--- src/rtl/puf_eval_ctrl_pkg.sv ---
// Shared definitions for the arbiter-PUF evaluation controller:
// FSM state encoding, default parameter values and a sizing helper.
package puf_eval_ctrl_pkg;

  typedef enum logic [2:0] {
    ST_IDLE   = 3'd0,
    ST_SETUP  = 3'd1,
    ST_LAUNCH = 3'd2,
    ST_SETTLE = 3'd3,
    ST_SAMPLE = 3'd4,
    ST_DONE   = 3'd5
  } state_e;

  localparam int unsigned DEF_N          = 64;
  localparam int unsigned DEF_K          = 15;
  localparam int unsigned DEF_SETUP_CYC  = 4;
  localparam int unsigned DEF_SETTLE_CYC = 8;

  // Larger of two wait lengths; sizes the shared wait counter.
  function automatic int unsigned max2(input int unsigned a, input int unsigned b);
    return (a > b) ? a : b;
  endfunction

endpackage

--- src/rtl/puf_eval_ctrl_sync_2ff.sv ---
// Two-flop synchronizer for the asynchronous PUF response.
// Reset clears both stages so a stale response never leaks into a new run.
module puf_eval_ctrl_sync_2ff (
  input  logic clk_i,
  input  logic rst_i,
  input  logic d_i,
  output logic q_o
);

  logic meta_q;
  logic sync_q;

  // Two back-to-back flops; the first may go metastable, the second resolves it.
  always_ff @(posedge clk_i or posedge rst_i) begin
    if (rst_i) begin
      meta_q <= 1'b0;
      sync_q <= 1'b0;
    end else begin
      meta_q <= d_i;
      sync_q <= meta_q;
    end
  end

  assign q_o = sync_q;

endmodule

--- src/rtl/puf_eval_ctrl.sv ---
// Arbiter-PUF evaluation controller: takes a challenge over valid/ready,
// fires K launch pulses, samples the synchronized response once per pulse,
// majority-votes the samples and returns bit / ones count / stability flag.
module puf_eval_ctrl
  import puf_eval_ctrl_pkg::*;
#(
  parameter  int unsigned N          = DEF_N,
  parameter  int unsigned K          = DEF_K,
  parameter  int unsigned SETUP_CYC  = DEF_SETUP_CYC,
  parameter  int unsigned SETTLE_CYC = DEF_SETTLE_CYC,
  localparam int unsigned OW         = $clog2(K + 1)
) (
  input  logic          clk_i,
  input  logic          rst_i,
  input  logic          chal_valid_i,
  output logic          chal_ready_o,
  input  logic [N-1:0]  chal_data_i,
  output logic [N-1:0]  puf_challenge_o,
  output logic          puf_launch_o,
  input  logic          puf_response_i,
  output logic          resp_valid_o,
  input  logic          resp_ready_i,
  output logic          resp_bit_o,
  output logic [OW-1:0] resp_ones_o,
  output logic          resp_stable_o
);

  localparam int unsigned WW = $clog2(max2(SETUP_CYC, SETTLE_CYC) + 1);

  // Parameter sanity: odd K avoids vote ties; SETTLE must cover the 2-FF sync.
  if ((K < 1) || ((K % 2) == 0)) begin : g_bad_k
    $error("puf_eval_ctrl: K must be odd and >= 1");
  end
  if (SETUP_CYC < 1) begin : g_bad_setup
    $error("puf_eval_ctrl: SETUP_CYC must be >= 1");
  end
  if (SETTLE_CYC < 3) begin : g_bad_settle
    $error("puf_eval_ctrl: SETTLE_CYC must be >= 3");
  end

  state_e          state_q, state_d;
  logic [WW-1:0]   wait_q, wait_d;
  logic [OW-1:0]   sample_q, sample_d;
  logic [OW-1:0]   ones_q, ones_d;
  logic [N-1:0]    chal_q;
  logic            launch_q;
  logic            rvalid_q;
  logic            rbit_q;
  logic [OW-1:0]   rones_q;
  logic            rstable_q;
  logic            resp_sync;
  logic            accept;
  logic            last_sample;

  puf_eval_ctrl_sync_2ff u_sync (
    .clk_i (clk_i),
    .rst_i (rst_i),
    .d_i   (puf_response_i),
    .q_o   (resp_sync)
  );

  // State register.
  always_ff @(posedge clk_i or posedge rst_i) begin
    if (rst_i) state_q <= ST_IDLE;
    else       state_q <= state_d;
  end

  // Next-state logic; wait_q counts down the remaining cycles of SETUP/SETTLE.
  always_comb begin
    state_d = state_q;
    unique case (state_q)
      ST_IDLE:   if (chal_valid_i)           state_d = ST_SETUP;
      ST_SETUP:  if (wait_q == '0)           state_d = ST_LAUNCH;
      ST_LAUNCH:                             state_d = ST_SETTLE;
      ST_SETTLE: if (wait_q == '0)           state_d = ST_SAMPLE;
      ST_SAMPLE: state_d = last_sample ? ST_DONE : ST_SETUP;
      ST_DONE:   if (resp_ready_i)           state_d = ST_IDLE;
      default:                               state_d = ST_IDLE;
    endcase
  end

  // Output / datapath decode: handshakes, counter next values.
  always_comb begin
    chal_ready_o = (state_q == ST_IDLE);
    accept       = chal_valid_i && chal_ready_o;
    last_sample  = (sample_q == OW'(K - 1));

    // Wait counter reloads whenever a timed state is entered.
    wait_d = wait_q;
    if (state_d != state_q) begin
      if (state_d == ST_SETUP)       wait_d = WW'(SETUP_CYC - 1);
      else if (state_d == ST_SETTLE) wait_d = WW'(SETTLE_CYC - 1);
      else                           wait_d = '0;
    end else if (wait_q != '0) begin
      wait_d = wait_q - WW'(1);
    end

    sample_d = sample_q;
    ones_d   = ones_q;
    if (accept) begin
      sample_d = '0;
      ones_d   = '0;
    end else if (state_q == ST_SAMPLE) begin
      ones_d = ones_q + OW'(resp_sync);
      if (!last_sample) sample_d = sample_q + OW'(1);
    end
  end

  // Counters.
  always_ff @(posedge clk_i or posedge rst_i) begin
    if (rst_i) begin
      wait_q   <= '0;
      sample_q <= '0;
      ones_q   <= '0;
    end else begin
      wait_q   <= wait_d;
      sample_q <= sample_d;
      ones_q   <= ones_d;
    end
  end

  // Registered outputs: challenge latched only on accept, launch and valid
  // follow the next state so they line up with the state they belong to.
  always_ff @(posedge clk_i or posedge rst_i) begin
    if (rst_i) begin
      chal_q    <= '0;
      launch_q  <= 1'b0;
      rvalid_q  <= 1'b0;
      rbit_q    <= 1'b0;
      rones_q   <= '0;
      rstable_q <= 1'b0;
    end else begin
      if (accept) chal_q <= chal_data_i;
      launch_q <= (state_d == ST_LAUNCH);
      rvalid_q <= (state_d == ST_DONE);
      // Result captured once on DONE entry, frozen while the host stalls.
      if ((state_q == ST_SAMPLE) && (state_d == ST_DONE)) begin
        rbit_q    <= (ones_d > OW'(K / 2));
        rones_q   <= ones_d;
        rstable_q <= (ones_d == '0) || (ones_d == OW'(K));
      end
    end
  end

  assign puf_challenge_o = chal_q;
  assign puf_launch_o    = launch_q;
  assign resp_valid_o    = rvalid_q;
  assign resp_bit_o      = rbit_q;
  assign resp_ones_o     = rones_q;
  assign resp_stable_o   = rstable_q;

endmodule

--- config.mk ---
export PLATFORM = sky130hd
export DESIGN_NAME = puf_eval_ctrl
export DESIGN_NICKNAME = d
export VERILOG_FILES = /design/src/rtl/puf_eval_ctrl_pkg.sv /design/src/rtl/puf_eval_ctrl_sync_2ff.sv /design/src/rtl/puf_eval_ctrl.sv
export SDC_FILE = /design/constraint.sdc
export NUM_CORES = 1
export LEC_CHECK = 0
export ABC_CLOCK_PERIOD_IN_PS = 3530
export BUFFER_PORTS_ARGS = -buffer_cell sky130_fd_sc_hd__buf_2
export CAP_MARGIN = 5
export CORE_ASPECT_RATIO = 0.75
export CORE_MARGIN = 1.5
export CORE_UTILIZATION = 52
export DETAILED_ROUTE_END_ITERATION = 10
export MAX_ROUTING_LAYER = met4
export PLACE_DENSITY = 0.84
export SLEW_MARGIN = 15
export SYNTH_ARGS = -nofsm -noshare
export SYNTH_HDL_FRONTEND = slang
export SYNTH_SLANG_ARGS = --single-unit
--- constraint.sdc ---
create_clock -name clk_i -period 3.53 [get_ports clk_i]
set_input_delay 0.1765 -clock clk_i [delete_from_list [all_inputs] [get_ports clk_i]]
set_output_delay 0.1765 -clock clk_i [all_outputs]
set_load 0.02 [all_outputs]
==> impl_metrics.json, run 1 <==
{
  "cellPowerDensity_nw_per_um2": 842,
  "synth_seq_cells": 89,
  "outcome": "finished, violations left",
  "min_path_type": "in2async",
  "ys_seq_area_frac": 0.601,
  "synth.distinct_cells": 43,
  "worstMarginPinSlew_ps": 964,
  "firstDrtPassIters": 7,
  "routed_wl_um": 9080,
  "cts_buffer_depth": 2,
  "slowest_delay_ps": 930,
  "start_util": 0.540,
  "core_area_um2": 6860,
  "grt_pass1_vias": 3322,
  "cts_root_buf": "clkbuf_8",
  "ios": 142,
  "synth-edff-count": 0,
  "post_drt_via_cell_ratio": 4.97,
  "drc": 0,
  "crit_type": "reg2reg",
  "fin_crit_sh": 0.689,
  "clock_latency_ps": 360,
  "ys_async_sr_fraction": 1.00,
  "netlist_instances": 405,
  "cp.buffers_inverters": 0,
  "arrival_ps": 2680,
  "crit_chain": "or4b_4, o211a_1, or2_4, mux2_2",
  "syn_area_per_cell_um2": 9.15,
  "synth_ff_type": "dfrtp_1",
  "dpl-instance-area_um2": 4480,
  "grt.overflow.total": 0,
  "grt_pass1_wl_um": 15000,
  "layout_common_cells": "nand2_1 (203), buf_2 (141), dfrtp_1 (89)",
  "drive_gt1_frac": 0.292,
  "worstPathRequired_ps": 3780,
  "hold_viol": 7,
  "fin_tns_setup_ps": 0,
  "antenna_found_initial": 0,
  "routedWlPerCell_um": 13.5,
  "skew_ps": 13.0,
  "leakagePower_uw": 0.00280,
  "critPathCaptureType": "flop",
  "diodes": 0,
  "whs_ps": -8.99,
  "violations": "negative hold slack",
  "grt_max_degree": 67,
  "fin_area_um2": 4990,
  "syn-num-nets": 479,
  "grt_use_total": 0.258,
  "max_freq_mhz": 411,
  "dpl.hpwl_um": 6020,
  "dp_slack_ps": 1160,
  "cts_buffers": 9,
  "num_rows": 26,
  "synth_area_leaders": "dfrtp_1 (60%), nand2_1 (21%), ha_1 (1.7%), clkbuf_1 (1.5%), o21ai_0 (1.5%)",
  "htree_levels": 3,
  "vias": 3331,
  "final_common_cell": "nand2_1",
  "report.final.slew_viol_count": 0,
  "post_cts_buffers": 0,
  "clk_pin_slew_ps": 90,
  "synth_top_cell_by_area": "dfrtp_1",
  "synth_top_area_share": 0.601,
  "clock_sinks": 89,
  "setup_slack_ps": 1100,
  "critical-path-slowest-cell": "or4b_4",
  "syn_to_final_growth_pct": 34.7,
  "synthesis.area_um2": 3710,
  "cts_resized": 0,
  "io_buffers": 141,
  "yosys_warnings": 0,
  "timing.slew.headroom": 0.356,
  "die_h_um": 76.1,
  "die-area_um2": 7650,
  "setup_violations": 0,
  "layout.nets": 642,
  "cts_tree": "built",
  "rsz0062_at_grt": "false",
  "path_max_fanout": 66,
  "min_period_ps": 2430,
  "drt_iter0_drc": 234,
  "gp_congestion": 0.825,
  "critPathLaunchType": "flop",
  "die_w_um": 101,
  "crit_family": "simple AND/OR/NAND/NOR gates",
  "maxCapViolations": 0,
  "ir_drop_mv": 0.486,
  "route.antenna.remaining_nets": 0
}
layer usage:
| metal | track usage | share of wire | routed length [um] | up-vias |
|---|---|---|---|---|
| met3 | 0.0807 | 0.070 | 638 | 10 |
| met5 | - | 0 | 0 | - |
| li1 | - | - | - | 1612 |
| met2 | 0.427 | 0.49 | 4430 | 156 |
| met4 | 0.0676 | 0.0086 | 78 | 0 |
| met1 | 0.307 | 0.43 | 3930 | 1553 |
synthesized netlist by cell type, drive strengths merged, types with 2 or more instances:
library cell,number
o21ai,11
a21oi,2
nor3,5
xor2,2
nor3b,3
nor2,14
ha,5
nand3b,2
o211ai,2
mux2,3
nor2b,2
a211oi,3
dfrtp,89
buf,4
or2,2
nand3,5
xnor2,4
clkbuf,15
inv,7
nand2,203
or3b,2
a31oi,2
nor4,2
cell type report:
cell class	count	area, um2
clock buffer	10	138
tap	98	123
inverter	7	27.5
sequential	89	2230
timing repair buffer	171	998
clock inverter	5	104
multi-input combinational	290	1380
fill	507	1870
report_power, final:
part,internal (uW),total (uW),switching (uW)
sequential,1430,1710,285
combinational,586,1660,1070
clock,486,837,352
total,2500,4210,1710
what timing repair did:
item                                   in CTS  in global routing
endpoints found under the hold margin      26                  1
setup endpoints to repair                   0                  0
hold buffers                               26                  1
path summary, 6_finish.rpt:
kind	cells past startpoint	end	slack (ps)	start
hold reg to reg	0	u_sync.q_o	360	u_sync.meta_q
setup reg to reg	4	resp_ones_o[3]	1100	state_q[2]
max in group asynchronous	3	puf_challenge_o[38]	2590	rst_i
hold / removal	2	puf_challenge_o[24]	-9	rst_i
min in group clk_i	3	puf_challenge_o[7]	10	chal_data_i[7]
setup / recovery	4	resp_ones_o[3]	1100	state_q[2]
state kept, by name (all words and copies together), names as in the netlist:
register	cells
u_sync.q_o	1
ones_q	4
u_sync.meta_q	1
puf_challenge_o	64
resp_valid_o	1
puf_launch_o	1
wait_q	4
resp_stable_o	1
resp_ones_o	4
state_q	3
resp_bit_o	1
sample_q	4
cell families after synthesis:
family          after synthesis  share of synthesized area
buf+inv                      26                     0.0294
xor+xnor                      6                     0.0142
mux                           4                     0.0118
flops                        89                      0.601
simple gates                246                      0.274
compound gates               29                     0.0527
fa+ha+maj                     5                     0.0169
worst register-to-register path, delay by kind of cell, from the launching register on:
| family | cells | cell delay (ps) |
|---|---|---|
| mux | 1 | 260 |
| simple gates | 2 | 1200 |
| compound gates | 1 | 290 |
| flops | 1 | 570 |
through the flow:
stage | utilization | power (uW) | cells | hold WS [ps]
final | 0.728 | 4210 | 670 | -8.99
after global routing | 0.728 | 4500 | 670 | 1.53
after CTS | 0.726 | 4220 | 669 | 0.906
after detailed placement | 0.653 | 3350 | 628 | 286
after global placement | 0.653 | 3260 | 628 | 289
after floorplan | - | 2780 | 405 | 208
Power figures use the tool's default switching activity.
==> run 2: changes to the inputs <==
--- a/config.mk
+++ b/config.mk
@@ -5,15 +5,16 @@
 export SDC_FILE = /design/constraint.sdc
 export NUM_CORES = 1
 export LEC_CHECK = 0
-export ABC_CLOCK_PERIOD_IN_PS = 3530
+export ABC_AREA = 1
+export ABC_CLOCK_PERIOD_IN_PS = 2400
 export BUFFER_PORTS_ARGS = -buffer_cell sky130_fd_sc_hd__buf_2
 export CAP_MARGIN = 5
 export CORE_ASPECT_RATIO = 0.75
 export CORE_MARGIN = 1.5
-export CORE_UTILIZATION = 52
+export CORE_UTILIZATION = 49
 export DETAILED_ROUTE_END_ITERATION = 10
 export MAX_ROUTING_LAYER = met4
-export PLACE_DENSITY = 0.84
+export PLACE_DENSITY = 0.8
 export SLEW_MARGIN = 15
 export SYNTH_ARGS = -nofsm -noshare
 export SYNTH_HDL_FRONTEND = slang
==> constraint.sdc (replaced) <==
create_clock -name clk_i -period 2.4 [get_ports clk_i]
set_input_delay 0.12 -clock clk_i [delete_from_list [all_inputs] [get_ports clk_i]]
set_output_delay 0.12 -clock clk_i [all_outputs]
set_load 0.02 [all_outputs]
==> impl_metrics.json, run 2 <==
{
  "synth_ff_type": "dfrtp_1",
  "firstDrtPassIters": 5,
  "layout.nets": 701,
  "post_drt_via_cell_ratio": 4.77,
  "die_h_um": 78.0,
  "ys_seq_area_frac": 0.606,
  "post-place-cells": 651,
  "synth_top_cell_by_area": "dfrtp_1",
  "power_uw": 6430,
  "leakagePower_uw": 0.00308,
  "fillers": 540,
  "htree_levels": 3,
  "start_util": 0.504,
  "cts_resized": 0,
  "skew_ps": 8.32,
  "synthAdderAreaFrac": 0.0170,
  "synth.most_common_cell": "nand2_1",
  "grt.overflow.total": 0,
  "critPathCaptureType": "flop",
  "min_path_type": "in2reg",
  "die-area_um2": 8030,
  "r2r_slack_ps": 690,
  "routed_wl_um": 9850,
  "maxCapViolations": 0,
  "multi_input_area_um2": 1280,
  "cellPowerDensity_nw_per_um2": 1200,
  "synth_compound_area_frac": 0.0208,
  "clk_pin_slew_ps": 80,
  "route.antenna.remaining_nets": 0,
  "yosys.area_share.simple": 0.299,
  "drc": 0,
  "cts_buffers": 9,
  "synth.distinct_cells": 27,
  "synth_seq_cells": 89,
  "syn_to_final_growth_pct": 45.9,
  "core_area_um2": 7300,
  "worstPathRequired_ps": 2680,
  "whs_ps": 80.8,
  "regArea_um2": 2230,
  "vias": 3493,
  "setup_violations": 0,
  "fin_tns_setup_ps": 0,
  "grt_pass1_wl_um": 16000,
  "ios": 142,
  "synth_top_area_share": 0.606,
  "routedWlPerCell_um": 13.4,
  "fin_crit_sh": 0.715,
  "synthesis.area_um2": 3670,
  "timing.slew.headroom": 0.510,
  "die_w_um": 103,
  "rsz0062_at_grt": "false",
  "arrival_ps": 2000,
  "synthMuxAreaShare": 0,
  "synth_common_cells": "nand2_1 (226), dfrtp_1 (89), inv_1 (20)",
  "outcome": "finished, final reports clean",
  "synth_top_family_by_area": "simple AND/OR/NAND/NOR gates",
  "min_period_ps": 1710,
  "syn_area_per_cell_um2": 8.83,
  "cts_tree": "built",
  "clock_sinks": 89,
  "critPathLaunchType": "flop",
  "cts_buffer_depth": 2,
  "ys_async_sr_fraction": 1.00,
  "ir_drop_mv": 0.838,
  "dpl.hpwl_um": 6100,
  "gp_congestion": 0.779,
  "netlist_instances": 416,
  "clock_latency_ps": 360,
  "synth_area_leaders": "dfrtp_1 (61%), nand2_1 (23%), inv_1 (2.0%), ha_1 (1.7%), nand3_1 (1.6%)",
  "syn-num-nets": 490,
  "yosys_warnings": 0,
  "grt_max_degree": 37,
  "io_buffers": 141,
  "num_rows": 27,
  "fin_util": 0.735,
  "grt_use_total": 0.266,
  "layout_common_cells": "nand2_1 (226), buf_2 (141), dfrtp_1 (89)",
  "antenna_found_initial": 0,
  "hold_viol": 0,
  "path_max_fanout": 36,
  "drive_gt1_frac": 0.293,
  "largest_register_ffs": 64,
  "grt_pass1_vias": 3486,
  "instances_no_fill": 733,
  "max_freq_mhz": 583,
  "cts_root_buf": "clkbuf_8",
  "diodes": 0,
  "drt_iter0_drc": 158,
  "synth-xor-area-share": 0.0119,
  "synth-edff-count": 0,
  "final_common_cell": "nand2_1",
  "crit_type": "reg2reg",
  "report.final.slew_viol_count": 0,
  "worstMarginPinSlew_ps": 733
}
[run 2: area by class of cell]
class | instances | share of cell area
Sequential cell | 89 | 0.415
Timing Repair Buffer | 214 | 0.267
Multi-Input combinational cell | 288 | 0.239
Clock buffer | 12 | 0.0271
Tap cell | 101 | 0.0236
Inverter | 25 | 0.0182
Clock inverter | 4 | 0.00980
[run 2: timing repair]
action | in CTS | in global routing
setup buffers | 0 | 0
hold buffers | 66 | 0
hold endpoints to repair | 94 | 0
[run 2: metrics by stage]
stage                     area (um2)  setup slack [ps]
after floorplan                 3680               923
after global placement          4500               751
after detailed placement        4500               684
after CTS                       5360               649
after global routing            5360               527
final                           5360               685
[run 2: final timing paths]
path | from | end | depth (start not counted)
hold / removal | resp_ready_i | resp_valid_o | 4
hold reg to reg | u_sync.meta_q | u_sync.q_o | 0
setup reg to reg | state_q[1] | puf_challenge_o[62] | 6
setup / recovery | state_q[1] | puf_challenge_o[62] | 6
min in group asynchronous | rst_i | puf_challenge_o[18] | 3
max in group asynchronous | rst_i | resp_ones_o[3] | 4
[run 2: layer usage]
layer  vias to the layer above  track usage  share of wire
li1                       1682            -              -
met1                      1593        0.319           0.41
met2                       183        0.423           0.47
met3                        35       0.0775          0.084
met4                         0        0.109          0.030
met5                         -            -              0
[run 2: power by group]
group	internal, uW	switching, uW
Clock	511	522
Sequential	2110	365
Combinational	1000	1920
[run 2: cell families (layout without fill, tap and decap cells)]
logic type,count (synthesis),in the layout
flip-flops,89,89
buffers and inverters,39,255
adder cells (fa/ha/maj),5,5
XOR/XNOR,5,5
AO/OA/AOI/OAI,13,13
AND/OR/NAND/NOR,265,265
[run 2: worst max-delay path, stage by stage (launching register included)]
cell     delay [ps]
dfrtp_1         460
nor2_4          200
nand3_4         310
inv_2           140
buf_4           340
nand2_1          90
nand2_1          90
